### config.mk
export PLATFORM = sky130hd
export DESIGN_NAME = uart_tx_mmio
export DESIGN_NICKNAME = d
export VERILOG_FILES = /design/src/rtl/uart_tx_mmio.sv
export SDC_FILE = /design/constraint.sdc
export NUM_CORES = 1
export LEC_CHECK = 0
export ABC_AREA = 1
export ABC_CLOCK_PERIOD_IN_PS = 7400
export CAP_MARGIN = 25
export CORE_MARGIN = 5
export CORE_UTILIZATION = 55
export DETAILED_ROUTE_END_ITERATION = 10
export GPL_TIMING_DRIVEN = 1
export HOLD_SLACK_MARGIN = 0.05
export MAX_ROUTING_LAYER = met4
export PLACE_DENSITY_LB_ADDON = 0.1
export SETUP_SLACK_MARGIN = 0.15
export SKIP_LAST_GASP = 1
export SYNTH_ARGS = -nofsm -noshare
export SYNTH_HDL_FRONTEND = slang
export SYNTH_SLANG_ARGS = --single-unit
export TNS_END_PERCENT = 1
### constraint.sdc
create_clock -name clk -period 7.4 [get_ports clk]
set_input_delay 0.74 -clock clk [delete_from_list [all_inputs] [get_ports clk]]
set_output_delay 0.74 -clock clk [all_outputs]
set_load 0.02 [all_outputs]
### src/rtl/uart_tx_mmio.sv
// Memory-mapped 8N1 UART transmitter with a byte FIFO, responder on the core data-memory port.
// Optional interrupt output and IRQEN register are built when UART_TX_IRQ_EN is defined.
module uart_tx_mmio #(
   parameter logic [31:0] BASE_ADDR   = 32'h0000_1000,
   parameter int          FIFO_DEPTH  = 8,
   parameter logic [15:0] DEFAULT_DIV = 16'd434
) (
   input  logic        clk,
   input  logic        reset,
   input  logic        w_en,
   input  logic [31:0] addr,
   input  logic [31:0] w_data,
   output logic [31:0] r_data,
   output logic        txd
`ifdef UART_TX_IRQ_EN
   ,
   output logic        irq
`endif
);

   localparam int AW = $clog2(FIFO_DEPTH);
   localparam int CW = AW + 1;
   localparam logic [CW-1:0] CNT_ONE  = CW'(1);
   localparam logic [CW-1:0] CNT_FULL = CW'(FIFO_DEPTH);
   localparam logic [AW-1:0] PTR_ONE  = AW'(1);

   typedef enum logic [1:0] {IDLE, START, DATA, STOP} state_t;

   state_t        state, state_n;
   logic [7:0]    shifter, shifter_n;
   logic [15:0]   div_lat, div_n;
   logic [15:0]   baud_cnt, cnt_n;
   logic [2:0]    bit_idx, bit_n;
   logic          txd_n;
   logic          load;
   logic          pop, push;

   logic [7:0]    mem [FIFO_DEPTH];
   logic [AW-1:0] wr_ptr, rd_ptr;
   logic [CW-1:0] count;
   logic          empty, full, busy, ovf;
   logic [15:0]   bauddiv;

   logic          sel;
   logic [1:0]    off;
   logic          wr_tx, wr_st, wr_div;
   logic          unused;

   assign sel    = (addr[31:4] == BASE_ADDR[31:4]);
   assign off    = addr[3:2];
   assign wr_tx  = w_en & sel & (off == 2'd0);
   assign wr_st  = w_en & sel & (off == 2'd1);
   assign wr_div = w_en & sel & (off == 2'd2);
   assign unused = ^{addr[1:0], w_data[31:16]};

   assign empty = (count == '0);
   assign full  = (count == CNT_FULL);
   assign busy  = (state != IDLE);
   // A write into a full FIFO still lands if the FSM frees a slot in the same cycle.
   assign push  = wr_tx & (~full | pop);

   always_ff @(posedge clk) begin
      if (push) mem[wr_ptr] <= w_data[7:0];
   end

   always_ff @(posedge clk or posedge reset) begin
      if (reset) begin
         wr_ptr <= '0;
         rd_ptr <= '0;
         count  <= '0;
      end else begin
         if (push) wr_ptr <= wr_ptr + PTR_ONE;
         if (pop)  rd_ptr <= rd_ptr + PTR_ONE;
         case ({push, pop})
            2'b10:   count <= count + CNT_ONE;
            2'b01:   count <= count - CNT_ONE;
            default: count <= count;
         endcase
      end
   end

   // Overflow set has priority over a software clear in the same cycle.
   always_ff @(posedge clk or posedge reset) begin
      if (reset)                   ovf <= 1'b0;
      else if (wr_tx & ~push)      ovf <= 1'b1;
      else if (wr_st & w_data[3])  ovf <= 1'b0;
   end

   always_ff @(posedge clk or posedge reset) begin
      if (reset)       bauddiv <= DEFAULT_DIV;
      else if (wr_div) bauddiv <= w_data[15:0];
   end

   always_ff @(posedge clk or posedge reset) begin
      if (reset) begin
         state    <= IDLE;
         shifter  <= '0;
         div_lat  <= 16'd1;
         baud_cnt <= '0;
         bit_idx  <= '0;
         txd      <= 1'b1;
      end else begin
         state    <= state_n;
         shifter  <= shifter_n;
         div_lat  <= div_n;
         baud_cnt <= cnt_n;
         bit_idx  <= bit_n;
         txd      <= txd_n;
      end
   end

   always_comb begin
      state_n   = state;
      shifter_n = shifter;
      div_n     = div_lat;
      cnt_n     = baud_cnt;
      bit_n     = bit_idx;
      load      = 1'b0;
      pop       = 1'b0;
      txd_n     = 1'b1;
      case (state)
         IDLE: begin
            if (!empty) load = 1'b1;
         end
         START: begin
            if (baud_cnt == 16'd0) begin
               state_n = DATA;
               bit_n   = 3'd0;
               cnt_n   = div_lat - 16'd1;
            end else begin
               cnt_n = baud_cnt - 16'd1;
            end
         end
         DATA: begin
            if (baud_cnt == 16'd0) begin
               cnt_n = div_lat - 16'd1;
               if (bit_idx == 3'd7) state_n = STOP;
               else                 bit_n   = bit_idx + 3'd1;
            end else begin
               cnt_n = baud_cnt - 16'd1;
            end
         end
         STOP: begin
            if (baud_cnt == 16'd0) begin
               if (!empty) load    = 1'b1;
               else        state_n = IDLE;
            end else begin
               cnt_n = baud_cnt - 16'd1;
            end
         end
         default: state_n = IDLE;
      endcase
      // Divider is sampled only at frame start so mid-frame BAUDDIV writes wait a frame.
      if (load) begin
         pop       = 1'b1;
         shifter_n = mem[rd_ptr];
         div_n     = (bauddiv == 16'd0) ? 16'd1 : bauddiv;
         cnt_n     = div_n - 16'd1;
         state_n   = START;
      end
      case (state_n)
         START:   txd_n = 1'b0;
         DATA:    txd_n = shifter_n[bit_n];
         default: txd_n = 1'b1;
      endcase
   end

`ifdef UART_TX_IRQ_EN
   logic irqen;
   logic wr_irqen;

   assign wr_irqen = w_en & sel & (off == 2'd3);

   always_ff @(posedge clk or posedge reset) begin
      if (reset) begin
         irqen <= 1'b0;
         irq   <= 1'b0;
      end else begin
         if (wr_irqen) irqen <= w_data[0];
         irq <= irqen & empty & ~busy;
      end
   end
`endif

   always_comb begin
      r_data = '0;
      if (sel) begin
         case (off)
            2'd1:    r_data = {24'b0, 4'(count), ovf, empty, full, busy};
            2'd2:    r_data = {16'b0, bauddiv};
`ifdef UART_TX_IRQ_EN
            2'd3:    r_data = {31'b0, irqen};
`endif
            default: r_data = '0;
         endcase
      end
   end

endmodule

# After elaboration in Yosys (flattened, before gate mapping)
# Memories as Yosys holds them, arrays and structs flattened.
# Cells that the tools add are included.
[op_classes]
addsub = 8
order_cmp = 1
n_eq_ne = 13
muxes = 31
bitwise = 10
reduce_logical = 11
[ops]
columns = ["op", "n"]
rows = [
  ["$mux 16", 5],
  ["$pmux 16 s2", 2],
  ["$sub 16x1->16 const B", 3],
  ["$logic_not 16->1", 2],
  ["$eq 28x9->1 const B", 1],
  ["$mux 2", 6],
  ["$eq 2x2->1 const B", 5],
  ["$add 3x1->3 const B", 3],
  ["$mux 3", 3],
  ["$eq 2x1->1 const B", 4],
  ["$mux 1", 8],
  ["$mux 8", 1],
  ["$pmux 4 s2", 1],
  ["$and 1x1->1", 7],
  ["$pmux 2 s3", 1],
  ["$pmux 3 s2", 1],
  ["$reduce_bool 2->1", 3],
  ["$add 4x1->4 const B", 1],
  ["$eq 4x4->1 const B", 1],
  ["$logic_not 2->1", 2],
  ["$logic_not 4->1", 1],
  ["$lt 3x4->1 const B", 1],
  ["$pmux 1 s2", 2],
  ["$sub 4x1->4 const B", 1],
  ["other kinds (8)", 9],
]
[totals]
regBits = 73
mem_bits_rw = 64
input_bits = 67
wordCells = 86
mem_count = 1
[mem_list]
columns = ["memory", "depth", "word_bits", "rd", "rd_ports_with_merged_regs", "write_ports", "line_no", "text"]
rows = [
  ["mem", 8, 8, 1, 0, 1, "38", "logic [7:0] mem [FIFO_DEPTH];"],
]

# Logic depth before layout (Yosys ltp)
[logic_depth]
depth_word = 10
depth_mapped = 17
mapped_depth_nobuf = 17

# Least setup slack after synthesis
# Ideal clock, no wire load.
[synth_timing]
kind = "in2reg"
from = "in addr[27]"
to = "mem mem[0][0], enable pin"
setup_ps = 383
arrival_ps = 2497
setup_slack_ps = 4519
stages = 10
n_path_buf = 0
path_cell_list = "nor2_1 nand2_1 nor2_1 nand2_1 nor2_1 nand3_1 nor2_4 inv_2 or2_4 nor3_1"
[synth_between]
elab_chain_len = 6
[synth_rtl]
columns = ["element", "line_no", "text"]
rows = [
  ["start: declaration", "11", "input logic [31:0] addr,"],
  ["$eq 28x9->1", "49", "assign sel = (addr[31:4] == BASE_ADDR[31:4]);"],
  ["$and 1x1->1 (2 in a row)", "51", "assign wr_tx = w_en & sel & (off == 2'd0);"],
  ["$and 1x1->1", "60", "assign push = wr_tx & (~full | pop);"],
  ["$mux 1", "63", "if (push) mem[wr_ptr] <= w_data[7:0];"],
  ["$mux 1 (implied by the code)", "63", ""],
  ["end: declaration", "38", ""],
]
# Every way passes these cells.

# Worst setup path in the final report
[layout_timing]
from = "in addr[25]"
to = "out r_data[6]"
[layout_between]
elab_chain_len = 2
[layout_rtl]
columns = ["element", "line_no", "text"]
rows = [
  ["$eq 28x9->1", "49", ""],
  ["$mux 16", "187", "if (sel) begin"],
  ["end: declaration", "13", "output logic [31:0] r_data,"],
]
# Every way passes these cells.

==> results <==
- The buffer count from post-CTS setup fixing is 0.
- After synthesis, the cell types taking the most area are sky130_fd_sc_hd__edfxtp_1, sky130_fd_sc_hd__dfrtp_1, sky130_fd_sc_hd__nand2_1.
- The simple logic cell fraction of the synthesized area is 20.8%.
- The worst pin sits at a relative slew slack of 37.9%.
- After synthesis, the largest area contributor takes up 25.4% of total cell area.
- The H-tree generated during clock tree synthesis spans 4 levels.
- In this run, synthesis inferred 64 flip-flops with an integrated enable.
- The xor and xnor fraction of the mapped netlist area is 3.25%.
- The flow ran to the end, and the final reports show no timing, DRC or antenna violations.
- Detailed routing inserted a total of 6,016 vias.
- Along the worst path, the maximum fanout reaches 8.
- After synthesis, flip-flops and latches occupy 49.8% of the total area.
- The launching element type of the critical path is a primary input.
- Overall power consumption after layout is estimated at 1790 uW.
- The final count of negative-setup-slack endpoints is 0.
- The net count of the finished layout is 1,025.
- Detailed placement ended at an HPWL of 12,200 um.
- The worst path required time is 6660 ps.
- The row count is 42.
- The slowest stage of the critical path belongs to the cell sky130_fd_sc_hd__clkdlybuf4s50_1.
- The number of antenna violations at the first check in global routing is 0.
- After detailed routing, the total wire length is 17,000 um.
- Dividing total power by cell area gives a power density of 201 nW/um^2.
- The longest clock path from root to sink contains 2 buffers.
- Before CTS, the worst setup slack after placement is 3630 ps.
- Summing the areas of all compound-gate instances in the mapped netlist gives 11.2% of the synthesized area.
- During synthesis, Yosys emitted a total of 0 warnings.
- Among all flip-flop cells after synthesis, the most frequent one is sky130_fd_sc_hd__dfrtp_1.
- Setup repair after global routing left no endpoint under its margin.
- The number of DRC markers after the initial detailed-route iteration is 499.
- The final antenna-violating net count is 0.
- Final hold analysis gives a worst-case slack of 485 ps.
- The initial utilization of the core area, before any placement, comes to 56.6%.
- The number of distinct library cells after synthesis is 49.
- The remaining global-route overflow is 0.
- The wire length of the first global-routing pass is 28,000 um.
- Dividing the detail-routed wire length by the instance count gives 15.0 um.
- Across the run, the number of max-cap violations was 0.
- The via count of the first global-routing pass is 5,890.
- The biggest area consumer among synthesized cells is sky130_fd_sc_hd__edfxtp_1.
- The adder-cell area share of the yosys netlist is 2.49%.
- After detailed routing, the met3 layer carries 689 um of wire.
- The cell family contributing the most delay on the critical path is buffers and inverters.
- The tree built by TritonCTS fans out to 137 sinks.
- Counting flops and latches in the post-synthesis netlist gives 137.
- In the synthesized netlist, mux cells make up 2.39% of the area.
- The critical path goes through clkdlybuf4s50_1, nor2_1, nand2_1, nor2_1, nand2_1, nor2_1, nand2_1, a21oi_1, clkdlybuf4s50_1.
- The die span in y is 127 um.
- The die extent in x is 127 um.
- The critical path class is in2out.
- Relative to the synthesized area, the layout overhead comes to 17.7%.
- The cell at the root of the clock tree is sky130_fd_sc_hd__clkbuf_16.
- The average instance area after synthesis is 8.61 um^2.
- The number of antenna diodes in the final layout is 0.
- For this run, asynchronously set or reset flops after synthesis account for 53.3%.
- TritonCTS built the clock tree.
- The number of hold-repair buffers added at the cts stage is 0.
- The post-layout minimum cycle time is 3720 ps.
- STA classifies the critical path endpoint as a primary output.
- Using the TritonRoute via totals, the vias-per-cell ratio works out to 5.31.
- The fraction of final layout cells with drive strength greater than 1 is 9.00%.
- In the layout the commonest cells are sky130_fd_sc_hd__nand2_1, sky130_fd_sc_hd__inv_1, sky130_fd_sc_hd__nor2_1.
- The highest clock rate is 269 MHz.
- The total count of hold-check failures in the final report is 0.
- For the worst-skew pair, the clock arrives at the later sink with an insertion delay of 420 ps.
- The total negative slack for setup checks is 0 ps.
- The area of the mapped netlist is 7550 um^2.
- Summed over all cells, the static leakage comes to 0.00394 uW.
- The setup skew after layout is 8.61 ps.
- Detailed routing placed a total of 8520 um of wire on met2.
- The remaining design rule violation count is 0.
- Entering global routing, the biggest net connects 74 pins.
- The peak per-stage delay on the critical path is 650 ps.
- Global routing used 22.2% of the available tracks.
- The data arrival time of the worst path is 2980 ps.
- The number of CTS-inserted buffers is 17.
- The I/O pin total is 100.
- Setup slack closes at 3680 ps.
- The class of the tightest hold or removal check is reg2reg.
- The count of buffers added on input and output ports is 65.
- The number of buffers and inverters on the critical path is 2.
- The count of mapped cells out of synthesis is 877.
- The number of gates resized after CTS was 0.
- In this run the top signal layer used is met4.
- The main combinational cell family by area after synthesis is simple AND/OR/NAND/NOR gates.
- The post-CTS clock slew at the launch and capture registers of the worst setup and hold paths is 60 ps.
- The first-pass detailed-route iteration total is 5.
- The area of the placeable core is 13,300 um^2.
- At the pin with the least slew margin, the transition time is 932 ps.
- Leaving out fill and tap cells, the most frequent cell in the layout is sky130_fd_sc_hd__nand2_1.
- The post-route fraction of the period consumed by the critical path is 50.2%.
- The worst supply voltage drop on vdd is 0.000157 V.
- In the final routing, the length of wire on met1 measures 7510 um.
- The number of max-slew violations in the final report is 0.
- The floorplan step defined a die boundary enclosing 16,200 um^2.
- The weighted congestion at the end of routability-driven global placement is 0.885.
## sequential cells by signal, summed over array words and instances (netlist names)
register / count
bit_idx: 3
txd: 1
shifter: 8
div_lat: 16
rd_ptr: 3
wr_ptr: 3
baud_cnt: 16
count: 4
state: 2
ovf: 1
bauddiv: 16
mem: 64
## final timing paths
kind                                         start                      end  slack, ps  cells after the start
min in group asynchronous                    reset  bauddiv[11]$_DFFE_PP0P_        940                      3
max                                       addr[25]                r_data[6]       3680                      9
min reg2reg                div_lat[15]$_DFFE_PP0N_  div_lat[15]$_DFFE_PP0N_        490                      2
min                        div_lat[15]$_DFFE_PP0N_  div_lat[15]$_DFFE_PP0N_        490                      2
max in group asynchronous                    reset     bit_idx[1]$_DFF_PP0_       5870                      3
max reg2reg                baud_cnt[0]$_DFFE_PP0P_      mem[4][6]$_DFFE_PP_       3870                     12
## layer usage
metal | up-vias | global-route usage, %
met1 | 2872 | 27.8
met3 | 21 | 4.72
met5 | - | -
met4 | 0 | 6.69
met2 | 133 | 36.6
li1 | 2990 | -
## cell families (layout without fill, tap and decap cells)
kind of cell,after synthesis,in the layout
buf+inv,170,234
compound gates,147,147
other cells,1,16
xor+xnor,28,28
simple gates,363,363
flops,137,137
mux,16,16
fa+ha+maj,15,15
## cell type report
| cell class | instances | area (um^2) |
|---|---|---|
| fill | 1108 | 4460 |
| sequential | 137 | 3760 |
| multi-input combinational | 585 | 3090 |
| timing repair buffer | 76 | 743 |
| inverter | 126 | 478 |
| clock buffer | 19 | 454 |
| tap | 176 | 220 |
| clock inverter | 13 | 143 |
## tightest hold or removal path, delay by kind of cell (launching register included)
| kind | cells | cell delay [ps] |
|---|---|---|
| compound gates | 1 | 50 |
| flops | 1 | 350 |
| simple gates | 1 | 50 |
## through the flow
stage               utilization (%)  instance area, um^2  cells
floorplan                         -                 7610    892
global placement               61.7                 8230   1094
detailed placement             61.9                 8260   1099
CTS                            66.4                 8860   1131
global route                   66.6                 8890   1132
finish                         66.6                 8890   1132
## power by group
group | switching [uW] | internal [uW] | leakage (uW) | total [uW]
logic | 68.4 | 47.7 | 0.00213 | 116
clock network | 326 | 519 | 0.000295 | 845
registers | 7.07 | 820 | 0.00152 | 828
## cells in the mapped netlist, types with 2 or more instances
cell type	n
sky130_fd_sc_hd__buf_4	17
sky130_fd_sc_hd__a31oi_1	8
sky130_fd_sc_hd__nor2_4	2
sky130_fd_sc_hd__o221ai_1	2
sky130_fd_sc_hd__o21ai_0	64
sky130_fd_sc_hd__nand4_1	3
sky130_fd_sc_hd__dfstp_2	7
sky130_fd_sc_hd__xor2_1	23
sky130_fd_sc_hd__o21bai_1	2
sky130_fd_sc_hd__nand2_2	3
sky130_fd_sc_hd__nor2_1	85
sky130_fd_sc_hd__ha_1	15
sky130_fd_sc_hd__buf_2	7
sky130_fd_sc_hd__a211oi_1	3
sky130_fd_sc_hd__nand2_1	178
sky130_fd_sc_hd__nand3_4	2
sky130_fd_sc_hd__clkbuf_1	14
sky130_fd_sc_hd__mux2_2	16
sky130_fd_sc_hd__o211ai_1	17
sky130_fd_sc_hd__nor4_1	2
sky130_fd_sc_hd__nand2_4	3
sky130_fd_sc_hd__nand3_1	58
sky130_fd_sc_hd__a21oi_1	32
sky130_fd_sc_hd__buf_6	6
sky130_fd_sc_hd__edfxtp_1	64
sky130_fd_sc_hd__o22ai_1	5
sky130_fd_sc_hd__nor3_1	19
sky130_fd_sc_hd__nor2_2	3
sky130_fd_sc_hd__inv_1	122
sky130_fd_sc_hd__o21ai_1	6
sky130_fd_sc_hd__dfrtp_1	66
sky130_fd_sc_hd__clkinv_1	2
sky130_fd_sc_hd__xnor2_1	5
No activity file was read; power rests on OpenSTA's default activity.
